$ cat src/rtl/status_tx.sv
// Event-to-UART status reporter: queues command echoes and score updates and
// streams each one to the UART transmitter as an ASCII line.
module status_tx #(
  parameter int DEPTH = 8
) (
  input  logic                     clk,
  input  logic                     rst,
  input  logic                     ev_valid,
  input  logic                     ev_kind,
  input  logic [15:0]              ev_data,
  input  logic                     is_transmitting,
  output logic                     transmit,
  output logic [7:0]               tx_byte,
  output logic                     busy,
  output logic [$clog2(DEPTH):0]   fifo_count,
  output logic [7:0]               drop_cnt,
  output logic [1:0]               dbg_state
);

  localparam int AW = $clog2(DEPTH);
  localparam logic [AW:0] FULL_CNT = (AW+1)'(DEPTH);

  // UART handshake: transmit is a single-cycle start pulse with tx_byte already
  // valid; the byte is in flight from is_transmitting rising until it falls, and
  // tx_byte is held until the next pulse.
  typedef enum logic [1:0] {IDLE, SEND, WAIT_BUSY, WAIT_DONE} state_t;

  state_t          state, state_n;
  logic [16:0]     mem [DEPTH];
  logic [AW-1:0]   wr_ptr, rd_ptr;
  logic [AW:0]     count;
  logic            msg_kind;
  logic [15:0]     msg_data;
  logic [2:0]      idx, idx_n;
  logic [7:0]      byte_n;
  logic            load_byte;
  logic            ignored, full, push, drop, pop, last;
  logic [16:0]     head;

  function automatic logic [7:0] hex_digit(input logic [3:0] n);
    return (n < 4'd10) ? (8'h30 + {4'h0, n}) : (8'h37 + {4'h0, n});
  endfunction

  function automatic logic [7:0] cmd_letter(input logic [2:0] code);
    case (code)
      3'd1:    return 8'h41;
      3'd2:    return 8'h44;
      3'd3:    return 8'h53;
      3'd4:    return 8'h57;
      3'd5:    return 8'h43;
      3'd6:    return 8'h58;
      3'd7:    return 8'h5A;
      default: return 8'h3F;
    endcase
  endfunction

  function automatic logic [7:0] msg_byte(input logic kind, input logic [15:0] d,
                                          input logic [2:0] i);
    if (!kind) begin
      case (i)
        3'd0:    return cmd_letter(d[2:0]);
        3'd1:    return 8'h0D;
        default: return 8'h0A;
      endcase
    end else begin
      case (i)
        3'd0:    return 8'h53;
        3'd1:    return hex_digit(d[15:12]);
        3'd2:    return hex_digit(d[11:8]);
        3'd3:    return hex_digit(d[7:4]);
        3'd4:    return hex_digit(d[3:0]);
        3'd5:    return 8'h0D;
        default: return 8'h0A;
      endcase
    end
  endfunction

  // Code-0 commands are silently ignored; they never count as drops.
  assign ignored = !ev_kind && (ev_data[2:0] == 3'd0);
  assign full    = (count == FULL_CNT);
  assign push    = ev_valid && !ignored && !full;
  assign drop    = ev_valid && !ignored && full;
  assign head    = mem[rd_ptr];
  assign last    = msg_kind ? (idx == 3'd6) : (idx == 3'd2);

  always_comb begin
    state_n   = state;
    idx_n     = idx;
    byte_n    = tx_byte;
    load_byte = 1'b0;
    pop       = 1'b0;
    case (state)
      IDLE: begin
        if (count != '0) begin
          pop       = 1'b1;
          idx_n     = 3'd0;
          byte_n    = msg_byte(head[16], head[15:0], 3'd0);
          load_byte = 1'b1;
          state_n   = SEND;
        end
      end
      SEND: state_n = WAIT_BUSY;
      WAIT_BUSY: begin
        if (is_transmitting) state_n = WAIT_DONE;
      end
      WAIT_DONE: begin
        if (!is_transmitting) begin
          if (!last) begin
            idx_n     = idx + 3'd1;
            byte_n    = msg_byte(msg_kind, msg_data, idx + 3'd1);
            load_byte = 1'b1;
            state_n   = SEND;
          end else begin
            state_n = IDLE;
          end
        end
      end
      default: state_n = IDLE;
    endcase
  end

  always_ff @(posedge clk or posedge rst) begin
    if (rst) begin
      state    <= IDLE;
      idx      <= 3'd0;
      tx_byte  <= 8'h00;
      msg_kind <= 1'b0;
      msg_data <= 16'h0000;
    end else begin
      state <= state_n;
      idx   <= idx_n;
      if (load_byte) tx_byte <= byte_n;
      if (pop) begin
        msg_kind <= head[16];
        msg_data <= head[15:0];
      end
    end
  end

  always_ff @(posedge clk or posedge rst) begin
    if (rst) begin
      wr_ptr   <= '0;
      rd_ptr   <= '0;
      count    <= '0;
      drop_cnt <= 8'h00;
    end else begin
      if (push) wr_ptr <= wr_ptr + 1'b1;
      if (pop)  rd_ptr <= rd_ptr + 1'b1;
      case ({push, pop})
        2'b10:   count <= count + 1'b1;
        2'b01:   count <= count - 1'b1;
        default: count <= count;
      endcase
      if (drop && (drop_cnt != 8'hFF)) drop_cnt <= drop_cnt + 8'h01;
    end
  end

  // Storage needs no reset: the pointers and count define what is valid.
  always_ff @(posedge clk) begin
    if (push) mem[wr_ptr] <= {ev_kind, ev_data};
  end

  assign transmit   = (state == SEND);
  assign busy       = (state != IDLE);
  assign fifo_count = count;
  assign dbg_state  = state;

endmodule

$ cat config.mk
export PLATFORM = sky130hd
export DESIGN_NAME = status_tx
export DESIGN_NICKNAME = d
export VERILOG_FILES = /design/src/rtl/status_tx.sv
export SDC_FILE = /design/constraint.sdc
export NUM_CORES = 1
export LEC_CHECK = 0
export ABC_AREA = 1
export ABC_CLOCK_PERIOD_IN_PS = 3000
export CORE_UTILIZATION = 55
export CTS_CLUSTER_SIZE = 10
export DETAILED_ROUTE_END_ITERATION = 6
export PLACE_DENSITY = 0.74
export SETUP_SLACK_MARGIN = 0.05
export SLEW_MARGIN = 20
export SYNTH_ARGS = -nofsm -noshare
export SYNTH_HDL_FRONTEND = slang
export SYNTH_SLANG_ARGS = --single-unit
$ cat constraint.sdc
create_clock -name clk -period 3 [get_ports clk]
set_input_delay 0.6 -clock clk [delete_from_list [all_inputs] [get_ports clk]]
set_output_delay 0.6 -clock clk [all_outputs]
set_load 0.01 [all_outputs]
==> Word level (Yosys, flattened, before mapping) <==
Memories as Yosys holds them, arrays and structs flattened.
Index checks and enable logic that the tools add are counted.
{ "totals": {"latchBits": 0, "ff_bits": 48, "memories": 1, "rom_bits": 0, "ram_bits": 136, "elab_cells": 110} }
{ "op_classes": {"mux": 32, "n_reduce_logical": 18, "addsub": 14, "div_mod_pow": 0, "order_cmp": 4, "n_eq_ne": 32, "n_bitwise": 0, "multipliers": 0, "n_shift": 0} }
{ "mem_list": {"columns": ["name", "depth", "word_bits", "rd", "rd_ports_with_merged_regs", "wr", "line", "source"], "rows": [
  ["mem", 8, 17, 1, 0, 1, "29", "logic [16:0] mem [DEPTH];"]
]} }
{ "ops": {"columns": ["cell", "count"], "rows": [
  ["case mux 7 bit (7 select lines)", 2],
  ["adder 6 x 4 -> 7 bit, first input constant", 8],
  ["case mux 7 bit (6 select lines)", 1],
  ["2-to-1 mux 8 bit", 5],
  ["== test 3 bit, second input constant", 11],
  ["case mux 8 bit (2 select lines)", 2],
  ["2-to-1 mux 7 bit", 4],
  ["== test 3 x 2 -> 1 bit, second input constant", 7],
  ["less-than comparator 4 bit, second input constant", 4],
  ["adder 3 x 1 -> 3 bit, second input constant", 3],
  ["== test 3 x 1 -> 1 bit, second input constant", 3],
  ["2-to-1 mux 3 bit", 3],
  ["adder 8 x 1 -> 8 bit, second input constant", 1],
  ["2-to-1 mux 1 bit", 8],
  ["!= test 2 bit, second input constant", 4],
  ["!= test 8 bit, second input constant", 1],
  ["case mux 2 bit (4 select lines)", 1],
  ["case mux 4 bit (2 select lines)", 1],
  ["== test 2 bit, second input constant", 3],
  ["zero test 3 bit", 2],
  ["2-to-1 mux 2 bit", 3],
  ["case mux 3 bit (2 select lines)", 1],
  ["nonzero test 2 bit", 3],
  ["logical AND 1 bit", 5],
  ["other kinds (11)", 14]
]} }

==> Logic depth before layout (Yosys ltp) <==
{ "logic_depth": {"depth_word": 7, "mapped_depth": 14, "mapped_depth_nobuf": 12} }

==> Worst setup path before layout <==
No wires, ideal clock.
{ "synth_timing": {"kind": "input port to flip-flop", "from": "input port ev_data[2]", "to": "memory mem[0][0], enable pin", "t_arrival_ps": 1928, "setup_time_ps": 390, "path_buffers": 0, "stages": 5, "slack_ps": 682, "path_cell_list": "nor2_1 -> nand2_1 -> nand3_1 -> or2_2 -> nor2_1"} }
{ "synth_via": {"elab_chain_len": 7} }
{ "synth_rtl": {"columns": ["element", "line", "source"], "rows": [
  ["start: declaration", "10", "input logic [15:0] ev_data,"],
  ["zero test 3 bit", "79", "assign ignored = !ev_kind && (ev_data[2:0] == 3'd0);"],
  ["logical AND 1 bit", "79", null],
  ["zero test 1 bit", "81", "assign push = ev_valid && !ignored && !full;"],
  ["logical AND 1 bit (2 in series)", "81", null],
  ["2-to-1 mux 1 bit", "160", "if (push) mem[wr_ptr] <= {ev_kind, ev_data};"],
  ["2-to-1 mux 1 bit (not written as such)", "160", null],
  ["end: declaration", "29", null]
]} }
No other way between the ends.

==> Worst setup path after layout <==
{ "layout_timing": {"from": "input port ev_data[2]", "to": "register count[2] (netlist: fifo_count[2])"} }
{ "layout_via": {"elab_chain_len": 7, "elab_cells_between_ends": 9, "cone_classes": "eq/ne (2); mux (1); reduce/logical (6)"} }
{ "layout_rtl": {"columns": ["element", "line", "source"], "rows": [
  ["zero test 3 bit *", "79", null],
  ["logical AND 1 bit *", "79", null],
  ["zero test 1 bit *", "81", null],
  ["logical AND 1 bit * (2 in series)", "81", null],
  ["== test 2 x 1 -> 1 bit or == test 2 bit (tied branches)", "149", "case ({push, pop})"],
  ["case mux 4 bit (2 select lines) or nonzero test 2 bit (tied branches)", null, null],
  ["end signal: assignment", "150", "2'b10: count <= count + 1'b1;"],
  ["end signal: assignment", "151", "2'b01: count <= count - 1'b1;"],
  ["end signal: assignment", "152", "default: count <= count;"],
  ["end: declaration", "31", "logic [AW:0] count;"]
]} }
Mark *: on every way between the ends. The rest lies on a longest branch, timed or not.
A chain may end at the register's enable or synchronous reset.

==> impl_metrics.csv <==
group,metric,value,unit
run_status,status,"finished, final reports clean",
placed_design,gp_congestion,0.909,
floorplanning,start_util,56.2,%
power,ir_worst_vdd,0.584,mV
global_route,antenna_found_initial,0,
routing,drtIter0Drc,556,
worst_setup_path,setup.worst_path.end_class,"flop",
routing,wl_per_cell,17.6,um
synth,synthCells,826,
layout,regArea,0.00526,mm2
synth,synth_area_per_cell,10.3,um2
placed_design,dp_cells,1045,
timing,fin_tns_setup,0,ns
cts,cts.hold.buffers_added,0,
global_route,grt_max_degree,73,
synth,yosysSeqAreaShare,61.8,%
cts,clk_latency,0.43,ns
power,power.total,10.0,mW
worst_setup_path,crit_fanout,9,
worst_setup_path,arrival,2.77,ns
timing,rsz0062_at_grt,"false",
timing,hold_slack,0.487,ns
timing,relSlewSlack,53.6,%
global_route,overflow,0,
routing,drc,0,
cts,cts_tree,"done",
timing,tightest_slew,0.696,ns
floorplanning,dieArea,0.0160,mm2
cts,cts_sinks,183,
layout,drive_gt1_share,8.66,%
timing,maxSlewViolCount,0,
worst_setup_path,critPathRequiredTime,3.31,ns
synth,synthArstFlopShare,25.7,%
cts,ctsResizeCount,0,
layout,design_area,0.00978,mm2
floorplanning,rows,45,
routing,ant_nets,0,
global_route,grt_pass1_wl,30.6,mm
min_path,min_path_type,"reg -> reg",
timing,max_freq,406,MHz
timing,fin_skew,0.00854,ns
timing,finalHoldViolations,0,
job,cap_viol_max_count,0,
layout,nFillCells,1177,
synth,ys_warn_count,0,
floorplanning,die_y,126,um
synth,yosys_register_bits,183,
global_route,grt_pass1_vias,6059,
placed_design,io_buffers,43,
timing,finalCriticalPeriod,2.46,ns
routing,dr.pass1.iters,5,
routing,wirelength,18.9,mm
layout,multiInputGateArea,0.00275,mm2
synth,synth_fp_nets,872,
cts,cts_buffers,17,
global_route,grt.total_usage,25.2,%
routing,vias,6114,
power,leakagePower,3.93,nW
floorplanning,die_w,126,um
layout,syn_to_final_growth,14.9,%
worst_setup_path,crit_type,"in -> reg",
cts,cts.htree.levels,4,
cts,path_clk_slew,0.07,ns
routing,vias_per_cell,5.68,
synth,netlist_area,0.00852,mm2
layout,layout.cells.non_filler,1077,
placed_design,dpl_cell_area,0.00919,mm2
cts,cts_root_buffer,"clkbuf_16",
timing,post-route-period-util,82.1,%
timing,finalSetupViolCount,0,
cts,cts_buffer_depth,2,
power,p_per_area,1030,mW/mm2
floorplanning,io_pins,45,
floorplanning,coreArea,0.0151,mm2
layout,nets,922,
layout,antenna-diode-count,0,
synth,synth-edff-count,136,
cts,postCtsSetupBuffers,0,
placed_design,detailed_place_hpwl,12.9,mm
synth,ys.flop_type,"edfxtp_1",
worst_setup_path,worstSetupStartpointType,"input port",
synth,synthDistinctLibCells,39,
==> worst max-delay path, stage by stage <==
cell and delay, ns:
clkdlybuf4s50_1 0.64, nor2_1 0.08, nand2_1 0.17, nand3_1 0.22, ha_1 0.32, xor2_1 0.19, ha_1 0.19, a21oi_1 0.14
xnor2_1 0.13, o21ai_0 0.09
==> final timing paths <==
path | slack [ns] | cells after the start | end | from
min | 0.49 | 2 | tx_byte[5] | tx_byte[5]
min reg2reg | 0.49 | 2 | tx_byte[5] | tx_byte[5]
min in group asynchronous | 0.57 | 2 | dbg_state[1] | rst
max | 0.54 | 10 | fifo_count[2] | ev_data[2]
max reg2reg | 0.57 | 9 | fifo_count[3] | dbg_state[0]
max in group asynchronous | 1.82 | 3 | rd_ptr[0] | rst
==> power breakdown <==
part           internal, mW  leakage (nW)  switching [mW]
clock                  1.25         0.290           0.987
sequential             3.29          1.81           0.346
combinational          1.43          1.83            2.73
==> per-stage QoR <==
stage | setup slack (ns) | util [%]
floorplan | 0.682 | -
global placement | 0.131 | 60.7
detailed placement | 0.0913 | 60.7
CTS | 0.527 | 64.6
global route | 0.355 | 64.6
finish | 0.538 | 64.6
==> area by class of cell <==
type,instances,share of cell area (%)
tap,188,2.40
sequential,183,53.8
inverter,81,3.13
timing repair buffer,64,6.52
clock buffer,17,4.35
clock inverter,15,1.71
multi-input combinational,529,28.1
==> layout by cell type, fill, tap and decap left out, drive strengths merged, types with 21 or more instances in the layout <==
cell type / n
buf: 21
nor2: 111
nand2: 158
inv: 87
o21ai: 89
clkdlybuf4s50: 43
dfrtp: 47
ha: 25
edfxtp: 136
nand3: 58
==> synth_stat cells (3+ instances only) <==
cell type | count | area share [%]
buf_2 | 18 | 1.1
xnor2_1 | 6 | 0.62
o221ai_1 | 14 | 1.4
a21oi_1 | 15 | 0.88
buf_6 | 6 | 0.79
ha_1 | 25 | 3.7
nor3_1 | 3 | 0.18
o211ai_1 | 15 | 1.3
nand2_1 | 152 | 6.7
xor2_1 | 9 | 0.93
edfxtp_1 | 136 | 48
nor2_1 | 108 | 4.8
nand3_2 | 5 | 0.59
o21ai_0 | 78 | 4.6
o21ai_1 | 10 | 0.59
nand3_1 | 53 | 3.1
o22ai_1 | 14 | 1.0
nand2_2 | 5 | 0.37
dfrtp_1 | 47 | 14
clkbuf_1 | 5 | 0.22
inv_1 | 76 | 3.3
inv_2 | 4 | 0.18
==> layer usage <==
metal  wire length, um  GRT usage (%)  part of all wire [%]
met5                 0              0                     0
met4               490           10.6                   2.6
met3              1010           4.13                   5.3
met2              9670           43.5                    51
met1              7740           31.7                    41
==> state kept, by name, summed over array words and instances, names as in the netlist <==
register and flops:
rd_ptr 3, wr_ptr 3, idx 3, tx_byte 7, mem 136, fifo_count 4
drop_cnt 8, msg_data 16, dbg_state 2, msg_kind 1
==> cell families after synthesis <==
group / count (synthesis) / share of synthesized area [%]
other: 1 / 0.0440
DFF: 183 / 61.8
AOI/OAI and AO/OA: 153 / 10.5
and+or+nand+nor: 334 / 16.4
xor gates and xnor gates: 15 / 1.54
adders and majority gates: 25 / 3.67
muxes: 1 / 0.132
buffers and inverters: 114 / 5.95
No activity file was read; power rests on OpenSTA's default activity.
==> patch: new RTL, config.mk and constraints unchanged <==
Set the parameter `DEPTH` to 16 (it was 8).
--- a/src/rtl/status_tx.sv
+++ b/src/rtl/status_tx.sv
@@ -1,7 +1,7 @@
 // Event-to-UART status reporter: queues command echoes and score updates and
 // streams each one to the UART transmitter as an ASCII line.
 module status_tx #(
-  parameter int DEPTH = 8
+  parameter int DEPTH = 16
 ) (
   input  logic                     clk,
   input  logic                     rst,
Interface: changed (resized fifo_count); port bits go from 45 to 46. The function was not compared with the original's and may differ.
==> patch against the original RTL <==
  * Worst setup slack worse by 0.18 ns
  * Critical path depth grew 4
  * Routed wire length increased by 75%
  * Maximum frequency is 6.8% lower
  * Register-to-register slack worse by 0.21 ns
  * Synthesized area grew 64%
  * Sequential cell count grew 139
  * Die area is 63% higher
  * Global-route usage rose by 0.81 points
  * Hold slack worse by 0.0040 ns
  * Sequential share of layout area rose by 4.4 points
  * Power is 61% higher
  * Final area is 66% higher
  * Critical path type is now reg2reg
  * Largest cell class unchanged
  * Largest power group unchanged
==> patch: results (changes against the original RTL) <==
Sorting the synthesized cells by area gives the leading types as edfxtp_1 59%, dfrtp_1 9.0%, o21ai_0 5.2%. The logs give 0 (unchanged) for the final antenna diode count and 5.99 nW (+52%) for the static leakage. The number of global-route vias before repair was 9160 (+51%); the number of unique standard cell types used by synthesis was 37 (-5.1%). The total global-route track usage is 26.0% (+0.81 points), and the post-route clock skew is 0.0144 ns (+0.00587 ns). The run gives 1863 (+58%) as the total of fill cells in the finished design. In this run the clock root is driven by a clkbuf_16. The quantity of I/O buffers inserted on ports was 44 (+2.3%); the top fanout value on the critical path was 5 (-4).

The maximum level of the CTS H-tree was 2 (-2); the fraction of synthesis flops using an asynchronous set or reset pin was 15.5% (-10 points). The first-pass iteration count of the detailed router is 6 (+1). The tightest min-delay check is of the reg2reg type.

The maximum vdd ir drop is 0.735 mV (+26%). In the synthesized netlist, the cells that appear most often are 272 x edfxtp_1, 172 x nor2_1, 162 x nand2_1. The post-CTS setup repair buffer count is 0 (unchanged), and the number of enable flip-flop cells after synthesis is 272 (+100%).

The logs give 33000 um (+75%) for the routed wire length and 51300 um (+67%) for the first-pass GRT wire length. After clock tree synthesis, the clock-pin slew on the worst setup and hold paths is 0.06 ns. Share of synthesized area occupied by flip-flops and latches: 67.6% (+5.8 points). The run gives 0 (unchanged) as the initial antenna violation count.

The run gives 3 (+1) as the number of buffers between clock root and the deepest sink. The synthesized net count is 1257 (+44%), and the critical path data arrival time is 3.03 ns (+0.26 ns). The logs give 50.1% (-3.5 points) for the tightest slew margin relative to the limit and 9558 (+56%) for the number of vias after detailed routing. The run gives 38 (+21) as the number of CTS-inserted buffers. The HPWL after detailed placement came out at 20600 um (+60%). The maximum number of pins on one net before global-route repair was 142 (+95%).

The number of warnings printed during yosys synthesis was 0 (unchanged). The run gives 0 (unchanged) as the number of resized instances in the post-cts repair step. The number of violations reported at the end of detailed-routing iteration 0 is 1150 (+110%).

In the final layout, the registers with the most flip-flops are mem: 272 flops, msg_data: 16 flops, drop_cnt: 8 flops. The latest clock arrival within the worst-skew pair is 0.52 ns (+0.09 ns). The most instantiated flip-flop cell in the synthesis netlist was edfxtp_1.

The run gives 0.888 (-2.4%) as the final weighted congestion in routability-driven placement. The flow ran to the end, and the final reports show no timing, DRC or antenna violations. For the instance area at placement, the log shows 15200 sq um (+65%). The fraction of final layout cells sized beyond drive strength 1 was 10.6% (+2.0 points).
patch: layout make-up:
cell class	instances	area [sq um]	share of cell area [%]
clock buffer	53	1010	6.21
clock inverter	4	45.0	0.278
inverter	86	324	2.00
multi-input combinational	739	3930	24.2
sequential	322	9430	58.2
tap	324	405	2.50
timing repair buffer	102	1080	6.64
patch: critical path, cell delays in order, from the launching register on:
cell     delay, ns
dfrtp_1       0.45
nor4_2        0.39
nand2_1       0.16
nand2_2       0.14
inv_1         0.07
ha_1          0.21
xor2_1        0.16
ha_1          0.19
a21oi_1       0.17
nor2_1        0.07
inv_1         0.07
nor2_1        0.05
a21oi_1       0.11
o21ai_0       0.11
xor2_1        0.15
patch: kinds of logic after synthesis:
family	Yosys count	synth area share, %
simple gates	418	12.2
flops	322	67.6
fa+ha+maj	29	2.60
compound gates	273	11.9
buf+inv	146	4.53
other cells	1	0.0269
mux	1	0.0808
xor+xnor	17	1.07
patch: final timing paths:
check	startpoint	end	slack, ns	cells past startpoint
min in group asynchronous	rst	msg_data[3]$_DFFE_PP0P_	0.50	2
max	fifo_count[0]$_DFFE_PP0P_	fifo_count[4]$_DFFE_PP0P_	0.36	14
max in group asynchronous	rst	drop_cnt[4]$_DFFE_PP0P_	1.76	3
max reg2reg	fifo_count[0]$_DFFE_PP0P_	fifo_count[4]$_DFFE_PP0P_	0.36	14
min reg2reg	tx_byte[2]$_DFFE_PP0P_	tx_byte[2]$_DFFE_PP0P_	0.48	2
min	tx_byte[2]$_DFFE_PP0P_	tx_byte[2]$_DFFE_PP0P_	0.48	2
patch: stage by stage:
stage / hold slack [ns] / setup WS, ns / utilization [%] / total power, W / std cells
finish: 0.483 / 0.359 / 65.9 / 0.0161 / 1630
global route: 0.515 / 0.0541 / 65.9 / 0.0171 / 1630
CTS: 0.487 / 0.358 / 65.9 / 0.0162 / 1630
detailed placement: 0.475 / -0.0830 / 61.6 / 0.0121 / 1573
global placement: 0.465 / -0.0834 / 61.6 / 0.0120 / 1573
floorplan: 0.504 / 0.265 / - / 0.0100 / 1207
patch: power by group:
part / switching, W / total (W) / internal, W
Clock: 0.00167 / 0.00399 / 0.00233
Sequential: 0.000441 / 0.00597 / 0.00553
Combinational: 0.00406 / 0.00616 / 0.00210
patch: metal layers:
layer  wire [um]  GRT usage [%]  vias to the layer above
met5           0              0                        -
met4         779           8.06                        0
met3        2420           3.70                       66
met2       16100           42.9                      425
met1       13700           36.0                     4576
li1            -              -                     4491
